[config.mk]
export PLATFORM = sky130hd
export DESIGN_NAME = bp_me_burst_stream_arbiter
export DESIGN_NICKNAME = d
export VERILOG_FILES = /design/src/rtl/bp_me_burst_stream_arbiter.sv
export SDC_FILE = /design/constraint.sdc
export NUM_CORES = 1
export LEC_CHECK = 0
export ABC_AREA = 1
export ABC_CLOCK_PERIOD_IN_PS = 2000
export BUFFER_PORTS_ARGS = -buffer_cell sky130_fd_sc_hd__buf_2
export CORE_AREA = 2 2 158 160
export DETAILED_ROUTE_END_ITERATION = 16
export DIE_AREA = 0 0 160 162
export PLACE_DENSITY = 0.38
export SLEW_MARGIN = 40
export SYNTH_ARGS = -nofsm -noshare
export SYNTH_HDL_FRONTEND = slang
export SYNTH_SLANG_ARGS = --single-unit
[constraint.sdc]
create_clock -name clk_i -period 2 [get_ports clk_i]
set_input_delay 0.1 -clock clk_i [delete_from_list [all_inputs] [get_ports clk_i]]
set_output_delay 0.1 -clock clk_i [all_outputs]
set_load 0.005 [all_outputs]
[src/rtl/bp_me_burst_stream_arbiter.sv]
// Round-robin arbiter merging N BedRock burst streams (header, then optional data beats
// terminated by last) onto one burst output stream. A grant is held for a whole message:
// once a header is offered it is frozen until accepted, and a has_data message keeps the
// grant until its last data beat is accepted, so beats from different messages never mix.
//
// Ports:
//   clk_i, reset_i                  clock, asynchronous active-high reset
//   in_header_i / _v_i / _ready_and_o / in_has_data_i   per-input header channels
//   in_data_i / _v_i / _ready_and_o / in_last_i         per-input data channels
//   out_header_o / _v_o / _ready_and_i / out_has_data_o merged header channel
//   out_data_o / _v_o / _ready_and_i / out_last_o       merged data channel
//   grant_o                         one-hot current grant (status)
module bp_me_burst_stream_arbiter #(
  parameter int unsigned num_inputs_p   = 2,
  parameter int unsigned header_width_p = 64,
  parameter int unsigned data_width_p   = 64
) (
  input  logic                                   clk_i,
  input  logic                                   reset_i,
  input  logic [num_inputs_p*header_width_p-1:0] in_header_i,
  input  logic [num_inputs_p-1:0]                in_header_v_i,
  output logic [num_inputs_p-1:0]                in_header_ready_and_o,
  input  logic [num_inputs_p-1:0]                in_has_data_i,
  input  logic [num_inputs_p*data_width_p-1:0]   in_data_i,
  input  logic [num_inputs_p-1:0]                in_data_v_i,
  output logic [num_inputs_p-1:0]                in_data_ready_and_o,
  input  logic [num_inputs_p-1:0]                in_last_i,
  output logic [header_width_p-1:0]              out_header_o,
  output logic                                   out_header_v_o,
  input  logic                                   out_header_ready_and_i,
  output logic                                   out_has_data_o,
  output logic [data_width_p-1:0]                out_data_o,
  output logic                                   out_data_v_o,
  input  logic                                   out_data_ready_and_i,
  output logic                                   out_last_o,
  output logic [num_inputs_p-1:0]                grant_o
);

  localparam int unsigned IdxW = $clog2(num_inputs_p);
  typedef logic [IdxW-1:0] idx_t;

  typedef enum logic [1:0] {e_ready, e_header, e_data} state_e;

  state_e state_q;
  idx_t   grant_q;
  idx_t   ptr_q;

  idx_t sel;
  idx_t cand;
  idx_t g;
  logic any_v;
  logic hdr_fire;
  logic data_fire;

  // Increment with wrap at num_inputs_p-1 (works for non-power-of-two counts).
  function automatic idx_t inc_idx(idx_t i);
    return (i == idx_t'(num_inputs_p - 1)) ? '0 : i + idx_t'(1);
  endfunction

  // First valid header at or after the priority pointer, searching upward with wrap.
  always_comb begin
    sel   = '0;
    any_v = 1'b0;
    cand  = ptr_q;
    for (int i = 0; i < int'(num_inputs_p); i++) begin
      if (!any_v && in_header_v_i[cand]) begin
        sel   = cand;
        any_v = 1'b1;
      end
      cand = inc_idx(cand);
    end
  end

  // In e_ready the header passes through from the live selection; afterwards the grant is frozen.
  assign g = (state_q == e_ready) ? sel : grant_q;

  assign out_header_o   = in_header_i[int'(g)*header_width_p +: header_width_p];
  assign out_has_data_o = in_has_data_i[g];
  assign out_data_o     = in_data_i[int'(grant_q)*data_width_p +: data_width_p];
  assign out_last_o     = in_last_i[grant_q];

  always_comb begin
    out_header_v_o        = 1'b0;
    out_data_v_o          = 1'b0;
    in_header_ready_and_o = '0;
    in_data_ready_and_o   = '0;
    grant_o               = '0;
    if (!reset_i) begin
      case (state_q)
        e_ready: begin
          if (any_v) begin
            out_header_v_o             = 1'b1;
            in_header_ready_and_o[sel] = out_header_ready_and_i;
            grant_o[sel]               = 1'b1;
          end
        end
        e_header: begin
          out_header_v_o                 = in_header_v_i[grant_q];
          in_header_ready_and_o[grant_q] = out_header_ready_and_i;
          grant_o[grant_q]               = 1'b1;
        end
        e_data: begin
          out_data_v_o                 = in_data_v_i[grant_q];
          in_data_ready_and_o[grant_q] = out_data_ready_and_i;
          grant_o[grant_q]             = 1'b1;
        end
        default: ;
      endcase
    end
  end

  assign hdr_fire  = out_header_v_o & out_header_ready_and_i;
  assign data_fire = out_data_v_o & out_data_ready_and_i;

  always_ff @(posedge clk_i or posedge reset_i) begin
    if (reset_i) begin
      state_q <= e_ready;
      grant_q <= '0;
      ptr_q   <= '0;
    end else begin
      case (state_q)
        e_ready: begin
          if (any_v) begin
            grant_q <= sel;
            if (hdr_fire) begin
              if (in_has_data_i[sel]) state_q <= e_data;
              else                    ptr_q   <= inc_idx(sel);
            end else begin
              state_q <= e_header;
            end
          end
        end
        e_header: begin
          if (hdr_fire) begin
            if (in_has_data_i[grant_q]) begin
              state_q <= e_data;
            end else begin
              state_q <= e_ready;
              ptr_q   <= inc_idx(grant_q);
            end
          end
        end
        e_data: begin
          if (data_fire && in_last_i[grant_q]) begin
            state_q <= e_ready;
            ptr_q   <= inc_idx(grant_q);
          end
        end
        default: state_q <= e_ready;
      endcase
    end
  end

endmodule
==> flow_summary.json, run 1 <==
{
  "grt_max_degree": 41,
  "antenna_found_initial": 1,
  "die_h_um": 162,
  "ys_seq_area_share_pct": 4.502,
  "drv_cap": 0,
  "drtIter0Drc": 172,
  "ys_ff_latch": 4,
  "fin_hold_ws_ps": 390.0,
  "power.leakage_uw": 0.003137,
  "start_kind": "flip-flop",
  "dr.pass1.iters": 4,
  "grt_util_met1_pct": 12.75,
  "relSlewSlack_pct": 70.29,
  "critPathKind": "reg -> out",
  "synthSimpleGateAreaFrac_pct": 41.70,
  "synth_top_area_share_pct": 37.31,
  "synth_common_cells": "nand2_1 (221), mux2_4 (38), mux2_2 (26)",
  "num_rows": 57,
  "yosysTopAreaCell": "nand2_1",
  "r2r_slack_ps": 250,
  "synth_cells": 367,
  "syn_avg_cell_area_um2": 6.058,
  "rsz0062_at_grt": "yes",
  "final-hold-violation-count": 0,
  "groute.layer.met3.usage_pct": 3.115,
  "drive_gt1_share_pct": 65.30,
  "num_io_pins": 406,
  "synth_area_leaders": "nand2_1 (37%), mux2_4 (26%), mux2_2 (13%), dfrtp_1 (4.5%), buf_6 (2.5%)",
  "ys_async_sr_fraction_pct": 100.0,
  "overflow": 0,
  "cts_sinks": 4,
  "post_drt_wl_per_cell_um": 16.21,
  "outcome": "complete, no violations",
  "hold_depth": 4,
  "critPathMaxFanout": 8,
  "grt.busiest_layer": "met2",
  "dieWidth_um": 160,
  "first_global_vias": 3848,
  "cts-buffers-inserted": 3,
  "fin_skew_ps": 2.795,
  "yosys-mux-area-fraction_pct": 38.83,
  "ir_drop_uv": 476.9,
  "setup_slack_ps": 49.64,
  "nNetsFinal": 1054,
  "drc": 0,
  "period_minus_slack_ps": 1950,
  "slew_violations": 0,
  "arrival_ps": 1850,
  "clkLatencyLatePin_ps": 230,
  "syn_area_um2": 2223,
  "crit_family": "buffers and inverters",
  "antennaDiodeCount": 0,
  "grt.met2_usage_pct": 25.88,
  "core-area_um2": 24110,
  "max_stage_delay_ps": 370,
  "area_growth_pct": 128.1,
  "cts_tree": "built",
  "min_to": "grant_q$_DFFE_PP0P_",
  "rr_worst_depth": 10,
  "yosys_warnings": 0,
  "synth_nets": 639,
  "initial_utilization_pct": 9.224,
  "synth-adder-area-share_pct": 2.251,
  "hp-class": "in -> reg",
  "synth_top_family_by_area": "simple AND/OR/NAND/NOR gates",
  "r2r-start": "state_q[1]$_DFFE_PP0P_",
  "synth_compound_area_share_pct": 4.277,
  "io_buffers": 405,
  "synth_xor_area_share_pct": 0,
  "viasPerCell": 3.567,
  "hpwl_mm": 15.46,
  "wirelength_mm": 17.91,
  "slowest_stage": "dfrtp_1",
  "synth_edf_count": 0,
  "gp_congestion": 0.7589,
  "path_clk_slew_ps": 30,
  "htree_levels": 1,
  "setup-violations-final": 0,
  "cp_num_buf_inv": 4,
  "cp_cell_sequence": "inv_2, ha_4, nand2_4, o21ai_4, buf_12, clkbuf_16, mux2_4, buf_6",
  "dieArea_um2": 25920,
  "hold_path_startpoint": "in_header_v_i[0]",
  "cts_buffer_depth": 2,
  "antenna_left": 0,
  "grtUsageTotal_pct": 12.40,
  "fmax_mhz": 512.7,
  "cts_root_buf": "clkbuf_16",
  "tightest_slew_ps": 445.7,
  "finalCritPeriodShare_pct": 97.52,
  "regToRegEndpoint": "state_q[1]$_DFFE_PP0P_",
  "place_ws_ps": 22.98,
  "grt_pass1_wl_mm": 24.32,
  "endpoint_kind": "output pin",
  "cp.required_ps": 1900,
  "p_total_uw": 5585,
  "power_density_nw_per_um2": 1101,
  "via_count": 3942,
  "yosysMostFrequentCell": "nand2_1",
  "synth-main-ff-cell": "dfrtp_1",
  "yosysUniqueCellTypes": 25
}
[per-layer routing]
layer	up-vias	share of wire [%]
met4	2	0.20
met5	-	0.073
li1	1998	-
met3	5	7.9
met2	222	56
met1	1715	36
[power breakdown]
group          internal, uW  leakage [uW]  total [uW]  switching, uW
clock                   264     0.0000382         329           64.7
sequential              122     0.0000490         145           23.8
combinational          2650       0.00305        5110           2460
total                  3040       0.00314        5580           2550
[timing repair]
action | 4_1_cts | 5_1_grt
gates cloned | 0 | 4
endpoints found under the hold margin | 4 | 0
hold buffers | 1 | 0
resized for setup | 3 | 36
pin swaps | 1 | 3
setup buffers | 2 | 4
endpoints found under the setup margin | 62 | 59
[cell families (layout without fill, tap and decap cells)]
family	Yosys count	after routing
simple gates	241	241
flops	4	4
mux	64	64
compound gates	16	16
fa+ha+maj	4	4
buf+inv	38	452
[tightest hold or removal path, delay by kind of cell]
kind                   cells  cell delay [ps]
AOI/OAI and AO/OA          2              230
buffers and inverters      2              250
[layout by cell type (no fill, tap or decap)]
cell type        n
nand2_1        220
nand2_2          2
nand3_1          8
nand2_4          1
a22oi_1          1
inv_2            3
buf_2          398
nor3_1           2
buf_6            8
mux2_4          50
dfrtp_2          1
a31oi_1          1
ha_1             3
dlygate4sd3_1    1
nor2_2           1
inv_1           12
mux2_2          14
dfrtp_1          3
nand4_1          1
inv_4            1
o21bai_1         1
clkbuf_16        6
a21oi_1          3
buf_12           2
o21ai_0          6
buf_4           16
buf_8            2
clkbuf_1         1
buf_16           2
o21ai_4          1
a211oi_1         2
ha_4             1
nor2_1           6
a21oi_2          1
[flip-flops by register name, indices dropped and copies added (netlist names)]
register / count
ptr_q: 1
state_q: 2
grant_q: 1
[cell type report]
cell class,count,area [um^2]
clock buffers,4,78.83
fillers,2791,19030
inverters,16,62.56
multi-input cells,325,2012
flip-flops and latches,4,101.3
well taps,324,405.4
repair buffers,432,2412
[how the worst max path moves through the flow]
| stage | startpoint | end | slack [ps] | cells past startpoint |
|---|---|---|---|---|
| after global placement | state_q[0]$_DFFE_PP0P_ | out_header_o[5] | 60 | 6 |
| after global routing | state_q[0]$_DFFE_PP0P_ | out_header_o[41] | -20 | 7 |
| after detailed placement | state_q[0]$_DFFE_PP0P_ | out_header_o[5] | 20 | 6 |
| final | state_q[1]$_DFFE_PP0P_ | out_header_o[41] | 50 | 8 |
| after CTS | state_q[0]$_DFFE_PP0P_ | out_header_o[4] | 20 | 8 |
| after floorplan | state_q[0]$_DFFE_PP0P_ | out_header_o[26] | 330 | 7 |
[metrics by stage]
step	TNS, ps	instances	utilization [%]	area (um^2)
after floorplan	0	367	-	2223
after global placement	0	1090	19.43	4684
after detailed placement	0	1090	19.43	4684
after CTS	0	1097	19.98	4817
after global routing	-149.9	1105	21.04	5072
final	0	1105	21.04	5072
(Power assumes the default switching activity.)
==> inputs of run 2 (changes only) <==
--- a/config.mk
+++ b/config.mk
@@ -9,9 +9,9 @@
 export ABC_CLOCK_PERIOD_IN_PS = 2000
 export BUFFER_PORTS_ARGS = -buffer_cell sky130_fd_sc_hd__buf_2
 export CORE_AREA = 2 2 158 160
+export CTS_BUF_LIST = sky130_fd_sc_hd__clkbuf_4
 export DETAILED_ROUTE_END_ITERATION = 16
 export DIE_AREA = 0 0 160 162
-export PLACE_DENSITY = 0.38
 export SLEW_MARGIN = 40
 export SYNTH_ARGS = -nofsm -noshare
 export SYNTH_HDL_FRONTEND = slang
==> flow_summary.json, run 2 (same netlist as run 1, synthesis figures left out) <==
{
  "dieWidth_um": 160,
  "critPathMaxFanout": 9,
  "r2r_slack_ps": 270,
  "power_density_nw_per_um2": 1056,
  "slowest_stage": "dfrtp_1",
  "outcome": "complete, no violations",
  "hpwl_mm": 14.68,
  "wirelength_mm": 16.69,
  "dieArea_um2": 25920,
  "slew_violations": 0,
  "place_ws_ps": 52.47,
  "grtUsageTotal_pct": 11.87,
  "drtIter0Drc": 218,
  "antenna_found_initial": 11,
  "viasPerCell": 3.632,
  "gp_congestion": 0.8512,
  "fin_skew_ps": 14.23,
  "io_buffers": 405,
  "cts_sinks": 4,
  "cts_root_buf": "clkbuf_4",
  "regMostFlops": "state_q",
  "drc": 0,
  "drv_cap": 0,
  "cts-buffers-inserted": 3,
  "largest_reg_flops": 2,
  "cp.required_ps": 1900,
  "period_minus_slack_ps": 1945,
  "antenna_left": 0,
  "finalCritPeriodShare_pct": 97.25,
  "layout_commonest_cell": "buf_2",
  "drive_gt1_share_pct": 65.11,
  "grt_pass1_wl_mm": 22.98,
  "crit_path_frequent_cell": "nand2_4",
  "num_io_pins": 406,
  "power.leakage_uw": 0.003010,
  "grt_max_degree": 59,
  "ir_drop_uv": 406.7,
  "stdcell_count": 1098,
  "fmax_mhz": 514.2,
  "dr.pass1.iters": 4,
  "endpoint_kind": "output pin",
  "fillerInstances": 2773,
  "fin_hold_ws_ps": 387.4,
  "cts_tree": "built",
  "post_drt_wl_per_cell_um": 15.20,
  "reg_top3": "state_q (2), grant_q (1), ptr_q (1)",
  "htree_levels": 1,
  "die_h_um": 162,
  "clkLatencyLatePin_ps": 240,
  "hp-class": "in -> reg",
  "core-area_um2": 24110,
  "setup_slack_ps": 55.10,
  "final-hold-violation-count": 0,
  "rsz0062_at_grt": "yes",
  "finish.utilization_pct": 20.15,
  "tightest_slew_ps": 557.9,
  "setup-violations-final": 0,
  "relSlewSlack_pct": 62.80,
  "start_kind": "flip-flop",
  "initial_utilization_pct": 9.224,
  "first_global_vias": 3893,
  "max_stage_delay_ps": 350,
  "critPathKind": "reg -> out",
  "arrival_ps": 1840,
  "path_clk_slew_ps": 50,
  "final_cell_mix": "buf_2 (403), nand2_1 (220), mux2_4 (40), mux2_2 (24), inv_1 (12)",
  "num_rows": 57,
  "nNetsFinal": 1044,
  "placed_cells": 1084,
  "overflow": 0,
  "cts_buffer_depth": 2,
  "area_growth_pct": 118.5,
  "via_count": 3988,
  "cp_cell_sequence": "inv_1, nand2_2, nand2_4, inv_2, nand2_4, o21ai_4, buf_12, buf_6, mux2_2, buf_2"
}
[run 2: worst paths after layout]
check / startpoint / to / cells past startpoint
worst min register to register: ptr_q$_DFFE_PP0P_ / ptr_q$_DFFE_PP0P_ / 2
worst max-delay path: ptr_q$_DFFE_PP0P_ / out_header_o[1] / 10
min in group asynchronous: reset_i / grant_q$_DFFE_PP0P_ / 3
max in group asynchronous: reset_i / state_q[0]$_DFFE_PP0P_ / 3
worst max register to register: state_q[0]$_DFFE_PP0P_ / state_q[1]$_DFFE_PP0P_ / 10
worst min-delay path: in_header_v_i[1] / grant_q$_DFFE_PP0P_ / 5
[run 2: cell type report]
type                            count  area (um^2)  area share, %
Tap cell                          324        405.4          8.344
Antenna cell                        3        7.507         0.1545
Sequential cell                     4        101.3          2.086
Timing Repair Buffer              422         2267          46.66
Multi-Input combinational cell    325         1984          40.84
Inverter                           16        62.56          1.288
Clock buffer                        4        30.03         0.6181
[run 2: where the power goes]
group          total, uW  switching [uW]  leakage, uW  internal, uW
combinational       4850            2440      0.00294          2410
clock                126            37.2    0.0000184          88.6
sequential           149            27.3    0.0000490           121
[run 2: worst max-delay path: cells and delay by family (launching register included)]
family | cells | cell delay, ps
buffers and inverters | 5 | 620
AND/OR/NAND/NOR | 3 | 210
multiplexers | 1 | 350
flip-flops | 1 | 350
AO/OA/AOI/OAI | 1 | 70
[run 2: through the flow]
| stage | total power (uW) | setup TNS [ps] | instance area (um^2) |
|---|---|---|---|
| 3_3_place_gp | 4553 | 0 | 4627 |
| 4_1_cts | 4976 | 0 | 4757 |
| 2_1_floorplan | 2692 | 0 | 2223 |
| 5_1_grt | 5568 | -544.9 | 4856 |
| 6_report | 5129 | 0 | 4858 |
| 3_5_place_dp | 4576 | 0 | 4627 |
[run 2: repair_timing]
action | in CTS | in global routing
hold buffers | 1 | 0
endpoints found under the setup margin | 65 | 70
gates cloned | 1 | 2
resized for setup | 8 | 15
pin swaps | 1 | 1
endpoints found under the hold margin | 4 | 0
setup buffers | 3 | 0
[run 2: metal layers]
layer	wire length [um]	track usage (%)	vias to the layer above
met1	6263	12.77	1718
met4	314	3.235	14
li1	-	-	1981
met2	8297	22.08	249
met3	1722	4.111	26
met5	95	0	-
